### config.mk
export PLATFORM = sky130hd
export DESIGN_NAME = instr_encoder
export DESIGN_NICKNAME = d
export VERILOG_FILES = /design/src/rtl/riscv_pkg.sv /design/src/rtl/instr_field_pack.sv /design/src/rtl/instr_encoder.sv
export SDC_FILE = /design/constraint.sdc
export NUM_CORES = 1
export LEC_CHECK = 0
export ABC_AREA = 1
export BUFFER_PORTS_ARGS = -buffer_cell sky130_fd_sc_hd__buf_4
export CAP_MARGIN = 20
export CORE_MARGIN = 2
export CORE_UTILIZATION = 47
export CTS_CLUSTER_DIAMETER = 150
export DETAILED_ROUTE_END_ITERATION = 10
export GPL_TIMING_DRIVEN = 0
export PLACE_DENSITY = 0.86
export SETUP_SLACK_MARGIN = 0.4
export SLEW_MARGIN = 15
export SYNTH_ARGS = -nofsm -noshare
export SYNTH_HDL_FRONTEND = slang
export SYNTH_SLANG_ARGS = --single-unit
### constraint.sdc
create_clock -name clk -period 2.2 [get_ports clk]
set_input_delay 0.66 -clock clk [delete_from_list [all_inputs] [get_ports clk]]
set_output_delay 0.66 -clock clk [all_outputs]
set_load 0.05 [all_outputs]
### src/rtl/riscv_pkg.sv
// riscv_pkg: shared RV32I encoding definitions for the micro-op encoder.
//   op_e        : micro-op selector carried on in_op
//   OPC_*       : major opcodes used by the supported ops
//   F3_*        : funct3 values
//   IMM_*_MIN/MAX : signed immediate ranges accepted by the encoder
//   branch_f3() : op_e -> funct3 for the six conditional branches
package riscv_pkg;

   typedef enum logic [2:0] {
      OP_ADD  = 3'd0,
      OP_ADDI = 3'd1,
      OP_BEQ  = 3'd2,
      OP_BNE  = 3'd3,
      OP_BLT  = 3'd4,
      OP_BGE  = 3'd5,
      OP_BLTU = 3'd6,
      OP_BGEU = 3'd7
   } op_e;

   localparam logic [6:0] OPC_OP     = 7'b0110011;
   localparam logic [6:0] OPC_OPIMM  = 7'b0010011;
   localparam logic [6:0] OPC_BRANCH = 7'b1100011;

   localparam logic [2:0] F3_ADD  = 3'b000;
   localparam logic [2:0] F3_BEQ  = 3'b000;
   localparam logic [2:0] F3_BNE  = 3'b001;
   localparam logic [2:0] F3_BLT  = 3'b100;
   localparam logic [2:0] F3_BGE  = 3'b101;
   localparam logic [2:0] F3_BLTU = 3'b110;
   localparam logic [2:0] F3_BGEU = 3'b111;

   localparam int IMM_I_MIN = -2048;
   localparam int IMM_I_MAX = 2047;
   localparam int IMM_B_MIN = -4096;
   localparam int IMM_B_MAX = 4094;

   function automatic logic [2:0] branch_f3(input op_e op);
      logic [2:0] f3;
      f3 = F3_BEQ;
      case (op)
         OP_BNE:  f3 = F3_BNE;
         OP_BLT:  f3 = F3_BLT;
         OP_BGE:  f3 = F3_BGE;
         OP_BLTU: f3 = F3_BLTU;
         OP_BGEU: f3 = F3_BGEU;
         default: f3 = F3_BEQ;
      endcase
      return f3;
   endfunction

endpackage

### src/rtl/instr_field_pack.sv
// instr_field_pack: combinational RV32I field packer.
//   op      in  op_e   micro-op
//   rd      in  5      destination register (ADD/ADDI)
//   rs1     in  5      source register 1
//   rs2     in  5      source register 2 (ADD/branches)
//   imm     in  32     signed immediate / byte branch offset
//   instr   out 32     encoded instruction word
//   imm_ok  out 1      immediate fits the op's encodable range
module instr_field_pack
   import riscv_pkg::*;
(
   input  op_e         op,
   input  logic [4:0]  rd,
   input  logic [4:0]  rs1,
   input  logic [4:0]  rs2,
   input  logic [31:0] imm,
   output logic [31:0] instr,
   output logic        imm_ok
);

   logic signed [31:0] imm_s;
   assign imm_s = imm;

   always_comb begin
      instr  = '0;
      imm_ok = 1'b1;
      case (op)
         OP_ADD: begin
            instr = {7'b0, rs2, rs1, F3_ADD, rd, OPC_OP};
         end
         OP_ADDI: begin
            instr  = {imm[11:0], rs1, F3_ADD, rd, OPC_OPIMM};
            imm_ok = (imm_s >= IMM_I_MIN) && (imm_s <= IMM_I_MAX);
         end
         default: begin
            // B-type scatters the halfword offset; bit 0 is implied zero.
            instr  = {imm[12], imm[10:5], rs2, rs1, branch_f3(op),
                      imm[4:1], imm[11], OPC_BRANCH};
            imm_ok = (imm_s >= IMM_B_MIN) && (imm_s <= IMM_B_MAX) && !imm[0];
         end
      endcase
   end

endmodule

### src/rtl/instr_encoder.sv
// instr_encoder: encodes ADD/ADDI/Bxx micro-ops into RV32I words and streams
// them with sequential word addresses toward instruction memory.
//   clk, rst              clock, synchronous active-high reset
//   in_valid/in_ready     micro-op handshake
//   in_op/in_rd/in_rs1/in_rs2/in_imm   micro-op fields
//   out_valid/out_ready   encoded-word handshake
//   out_instr/out_addr    encoded word and its word address
//   count                 words emitted since reset (saturates at capacity)
//   full                  count reached 2**ADDR_W
//   err_imm/err_op        sticky range error and op of the latest rejection
//   err_clr               clears err_imm (a same-cycle rejection wins)
module instr_encoder
   import riscv_pkg::*;
#(
   parameter int unsigned ADDR_W    = 8,
   parameter int unsigned BASE_ADDR = 0
) (
   input  logic              clk,
   input  logic              rst,
   input  logic              in_valid,
   output logic              in_ready,
   input  logic [2:0]        in_op,
   input  logic [4:0]        in_rd,
   input  logic [4:0]        in_rs1,
   input  logic [4:0]        in_rs2,
   input  logic [31:0]       in_imm,
   output logic              out_valid,
   input  logic              out_ready,
   output logic [31:0]       out_instr,
   output logic [ADDR_W-1:0] out_addr,
   output logic [ADDR_W:0]   count,
   output logic              full,
   output logic              err_imm,
   output logic [2:0]        err_op,
   input  logic              err_clr
);

   localparam logic [ADDR_W:0]   CAPACITY = {1'b1, {ADDR_W{1'b0}}};
   localparam logic [ADDR_W-1:0] BASE     = ADDR_W'(BASE_ADDR);

   logic [31:0]     packed_instr;
   logic            imm_ok;
   logic            accept;
   logic            out_fire;
   logic [ADDR_W:0] count_next;

   instr_field_pack u_pack (
      .op     (op_e'(in_op)),
      .rd     (in_rd),
      .rs1    (in_rs1),
      .rs2    (in_rs2),
      .imm    (in_imm),
      .instr  (packed_instr),
      .imm_ok (imm_ok)
   );

   assign full       = (count == CAPACITY);
   assign in_ready   = !full && (!out_valid || out_ready);
   assign accept     = in_valid && in_ready;
   assign out_fire   = out_valid && out_ready;
   assign count_next = full ? count : count + 1'b1;

   always_ff @(posedge clk) begin
      if (rst) begin
         out_valid <= 1'b0;
         out_instr <= '0;
         out_addr  <= BASE;
         count     <= '0;
         err_imm   <= 1'b0;
         err_op    <= '0;
      end else begin
         // out_addr always points at the next slot once the held word leaves,
         // so a same-cycle accept loads the correct address without a bubble.
         if (out_fire) begin
            count    <= count_next;
            out_addr <= BASE + count_next[ADDR_W-1:0];
         end

         if (accept && imm_ok) begin
            out_valid <= 1'b1;
            out_instr <= packed_instr;
         end else if (out_fire) begin
            out_valid <= 1'b0;
         end

         if (accept && !imm_ok) begin
            err_imm <= 1'b1;
            err_op  <= in_op;
         end else if (err_clr) begin
            err_imm <= 1'b0;
         end
      end
   end

endmodule

==> impl_results.md <==
- Run status: completed
- DRC viols: 0
- Initial Util: 48.2%
- Cell accounting for the most synthesized area: dfxtp_1
- Top cells by area in the synthesized netlist: dfxtp_1 35%, nand2_1 16%, a21oi_1 7.8%
- Worst path required time: 1.54 ns
- Cell count after synthesis: 362
- Fraction of layout cells with a size suffix above 1: 47.2%
- Number of global-route vias before repair: 2698
- Worst slack on hold paths: 0.462 ns
- Weighted congestion at the end of routability-driven global placement: 0.930
- Worst hold path type: reg -> reg
- Buffers on Ports: 108
- Number of antenna violations at the first check in global routing: 0
- Area enclosed by the die boundary: 5800 sq um
- Mean number of vias per cell: 5.38
- Final standard cell utilization of the core: 79.0%
- Count of vias placed by the detailed router: 3069
- Total power draw: 1.91 mW
- Final setup skew: 0.0143 ns
- Library cell contributing the largest single delay on the critical path: dfxtp_4
- Most used standard cell by instance count after synthesis: nand2_1
- Type of the worst setup path: reg -> out
- Fraction of power consumed by sequential logic: 43.1%
- Maximum net fanout on the critical path: 3
- Drt initial violations: 238
- Chip height: 76.1 um
- Endpoint arrival time on the critical path: 1.36 ns
- Switching power share of the total: 32.7%
- Unique cell type count in the Yosys netlist: 33
- Number of clock buffers inserted by TritonCTS: 5
- Clock network fraction of design power: 27.6%
- Pre-Repair DR Iteration Count: 5
- Row Count: 26
- Clock transition at the register clock pins on the worst setup and hold paths after CTS: 0.09 ns
- Setup Slack @ Placement: 0.0642 ns
- Main flop type after synthesis: dfxtp_1
- Hold violation total from the final report: 0
- Ordered list of cells on the worst path: inv_4 > ha_4 > nand4_1 > nor2_4 > nor2_4 > buf_8
- Core ar.: 5070 sq um
- Asr flop ratio synth: 0%
- Die W: 76.1 um
- Area share of the largest cell type after synthesis: 35.2%
- Post-Layout Cell Count: 570
- Count of flip-flops with a built-in enable after synthesis: 0
- Worst Setup End Kind: output port
- Number of setup violations in the final report: 0
- Maximum clock frequency: 496 MHz
- Transition time at the pin with the least slew margin: 0.678 ns
- RSZ-0062 raised after global routing: true
- Total of warnings raised by yosys: 0
- Relative slew slack: 54.8%
- Top-Level Pins: 111
- Cell class contributing the biggest share of worst-path delay: flip-flops
- Part of the Yosys area used for sequential elements: 35.2%
- Design Area, Final: 4010 sq um
- Clock sink count: 43
- Worst Setup Slack, final: 0.185 ns
- Maximum number of pins on one net before global-route repair: 14
- Cell seen most often among critical-path stages: nor2_4
- Clock latency reported for the late side of the worst-skew pair: 0.31 ns
- Switching pwr: 0.625 mW
- Detailed placement HPWL: 5.62 mm
- Leakage power of the design: 1.83 nW
- Mean routed wirelength per cell: 15.6 um
- Number of antenna-violating nets in the routed design: 0
- Total Neg Setup Slack: 0 ns
- Grt total ovfl: 0
- VDD IR-drop max: 0.274 mV
- Routed wire length: 8.87 mm
- Total power divided by cell area: 477 nW/um^2
- Fin. max-slew vios: 0
- Area grow syn2layout: 64.0%
- Synth top cells by count: 101 x nand2_1, 43 x dfxtp_1, 38 x a21oi_1, 38 x nor2_1, 37 x nand3_1
- Type of origin of the critical path: flip-flop
- Internal Pwr Total: 1.29 mW
- Crit-path max cell delay: 0.37 ns
- Root cell of the clock tree: clkbuf_8
- Number of buffers and inverters on the critical path: 2
- Number of diodes: 0
- Total number of H-tree levels: 2
- Maximum count of clock buffers along a single path: 2
- Mapped Avg Cell Area: 6.75 sq um
- Synth Register Bits: 43
- Count of maximum capacitance violations: 0
- CTS tree: built
- Final critical-path required period: 2.02 ns
- Placed cell count: 541
- Global routing usage summed across all routing layers: 25.5%
- Standard cell area after detailed placement: 3420 sq um
- Wire length of the first global-routing pass: 12.2 mm
- Layout Nets: 556
- Portion of total power attributed to combinational logic: 29.3%
- Cell area after technology mapping: 2440 sq um
- Period Utilization, post-route: 91.6%
-- metal layers --
layer	global-route usage, %	routed length (um)	part of all wire (%)	vias up
met5	0	0	0	-
met4	7.64	218	2.5	0
met1	30.1	3500	39	1427
met2	46.5	4530	51	170
met3	5.33	627	7.1	25
li1	-	-	-	1447
-- registers in the layout (all words and copies together) (netlist names) --
register / flops
out_instr: 29
out_valid: 1
count: 9
err_op: 3
err_imm: 1
-- worst min-delay path, stage by stage (launching register included) --
cell	delay, ns
dfxtp_1	0.32
nand2_2	0.06
a21oi_2	0.04
-- power groups by stage --
| stage | Sequential (mW) | Combinational [mW] | Clock (mW) |
|---|---|---|---|
| 5_1_grt | 0.827 | 0.590 | 0.559 |
| 3_3_place_gp | 0.837 | 0.452 | 0 |
| 4_1_cts | 0.819 | 0.475 | 0.523 |
| 2_1_floorplan | 0.931 | 0.185 | 0 |
| 6_report | 0.824 | 0.560 | 0.528 |
| 3_5_place_dp | 0.838 | 0.461 | 0 |
-- cells in the final DEF, fill, tap and decap left out, types with 2 or more instances in the layout --
cell | synthesis | routed
a21oi_1 | 38 | 29
a21oi_2 | 3 | 11
a21oi_4 | 1 | 2
buf_4 | 13 | 129
buf_6 | 5 | 10
buf_8 | 0 | 6
clkbuf_1 | 4 | 5
clkbuf_16 | 0 | 4
clkbuf_8 | 0 | 6
conb_1 | 1 | 2
dfxtp_1 | 43 | 34
dfxtp_2 | 0 | 7
dfxtp_4 | 0 | 2
inv_1 | 29 | 27
inv_4 | 1 | 3
nand2_1 | 101 | 79
nand2_2 | 0 | 18
nand2_4 | 2 | 5
nand2_8 | 1 | 2
nand3_1 | 37 | 32
nand3_2 | 3 | 6
nand3_4 | 0 | 2
nand4_1 | 11 | 11
nor2_1 | 38 | 30
nor2_2 | 5 | 5
nor2_4 | 1 | 9
nor3_1 | 5 | 3
nor3_2 | 0 | 2
o21ai_0 | 4 | 4
-- final timing paths --
path / start / end / slack (ns) / cells past startpoint
worst max-delay path: count[0] / in_ready / 0.18 / 6
worst min-delay path: err_op[2] / err_op[2] / 0.46 / 2
worst max register to register: count[0] / out_instr[10] / 0.21 / 12
worst min register to register: err_op[2] / err_op[2] / 0.46 / 2
-- timing repair --
action / 4_1_cts / 5_1_grt
setup buffers: 8 / 8
setup endpoints to repair: 12 / 39
pin swaps: 3 / 23
resized for setup: 6 / 67
hold buffers: 0 / 0
cloned: 1 / 4
-- kinds of logic (layout without fill, tap and decap cells) --
group	count (synthesis)	in the layout	share of synthesized area, %
simple gates	208	208	39.1
xor+xnor	1	1	0.358
flops	43	43	35.2
other cells	1	2	0.153
buf+inv	56	193	12.4
compound gates	51	51	11.8
fa+ha+maj	2	2	1.02
-- cell type report --
class	instances	area, sq um
buffer	25	223
clock buffer	7	86.3
clock inverter	1	5.00
fill	337	1070
inverter	31	124
multi-input combinational	264	1540
sequential	43	877
tap	70	87.6
timing repair buffer	129	1070
Note: power is estimated with default switching activity, not from simulation.
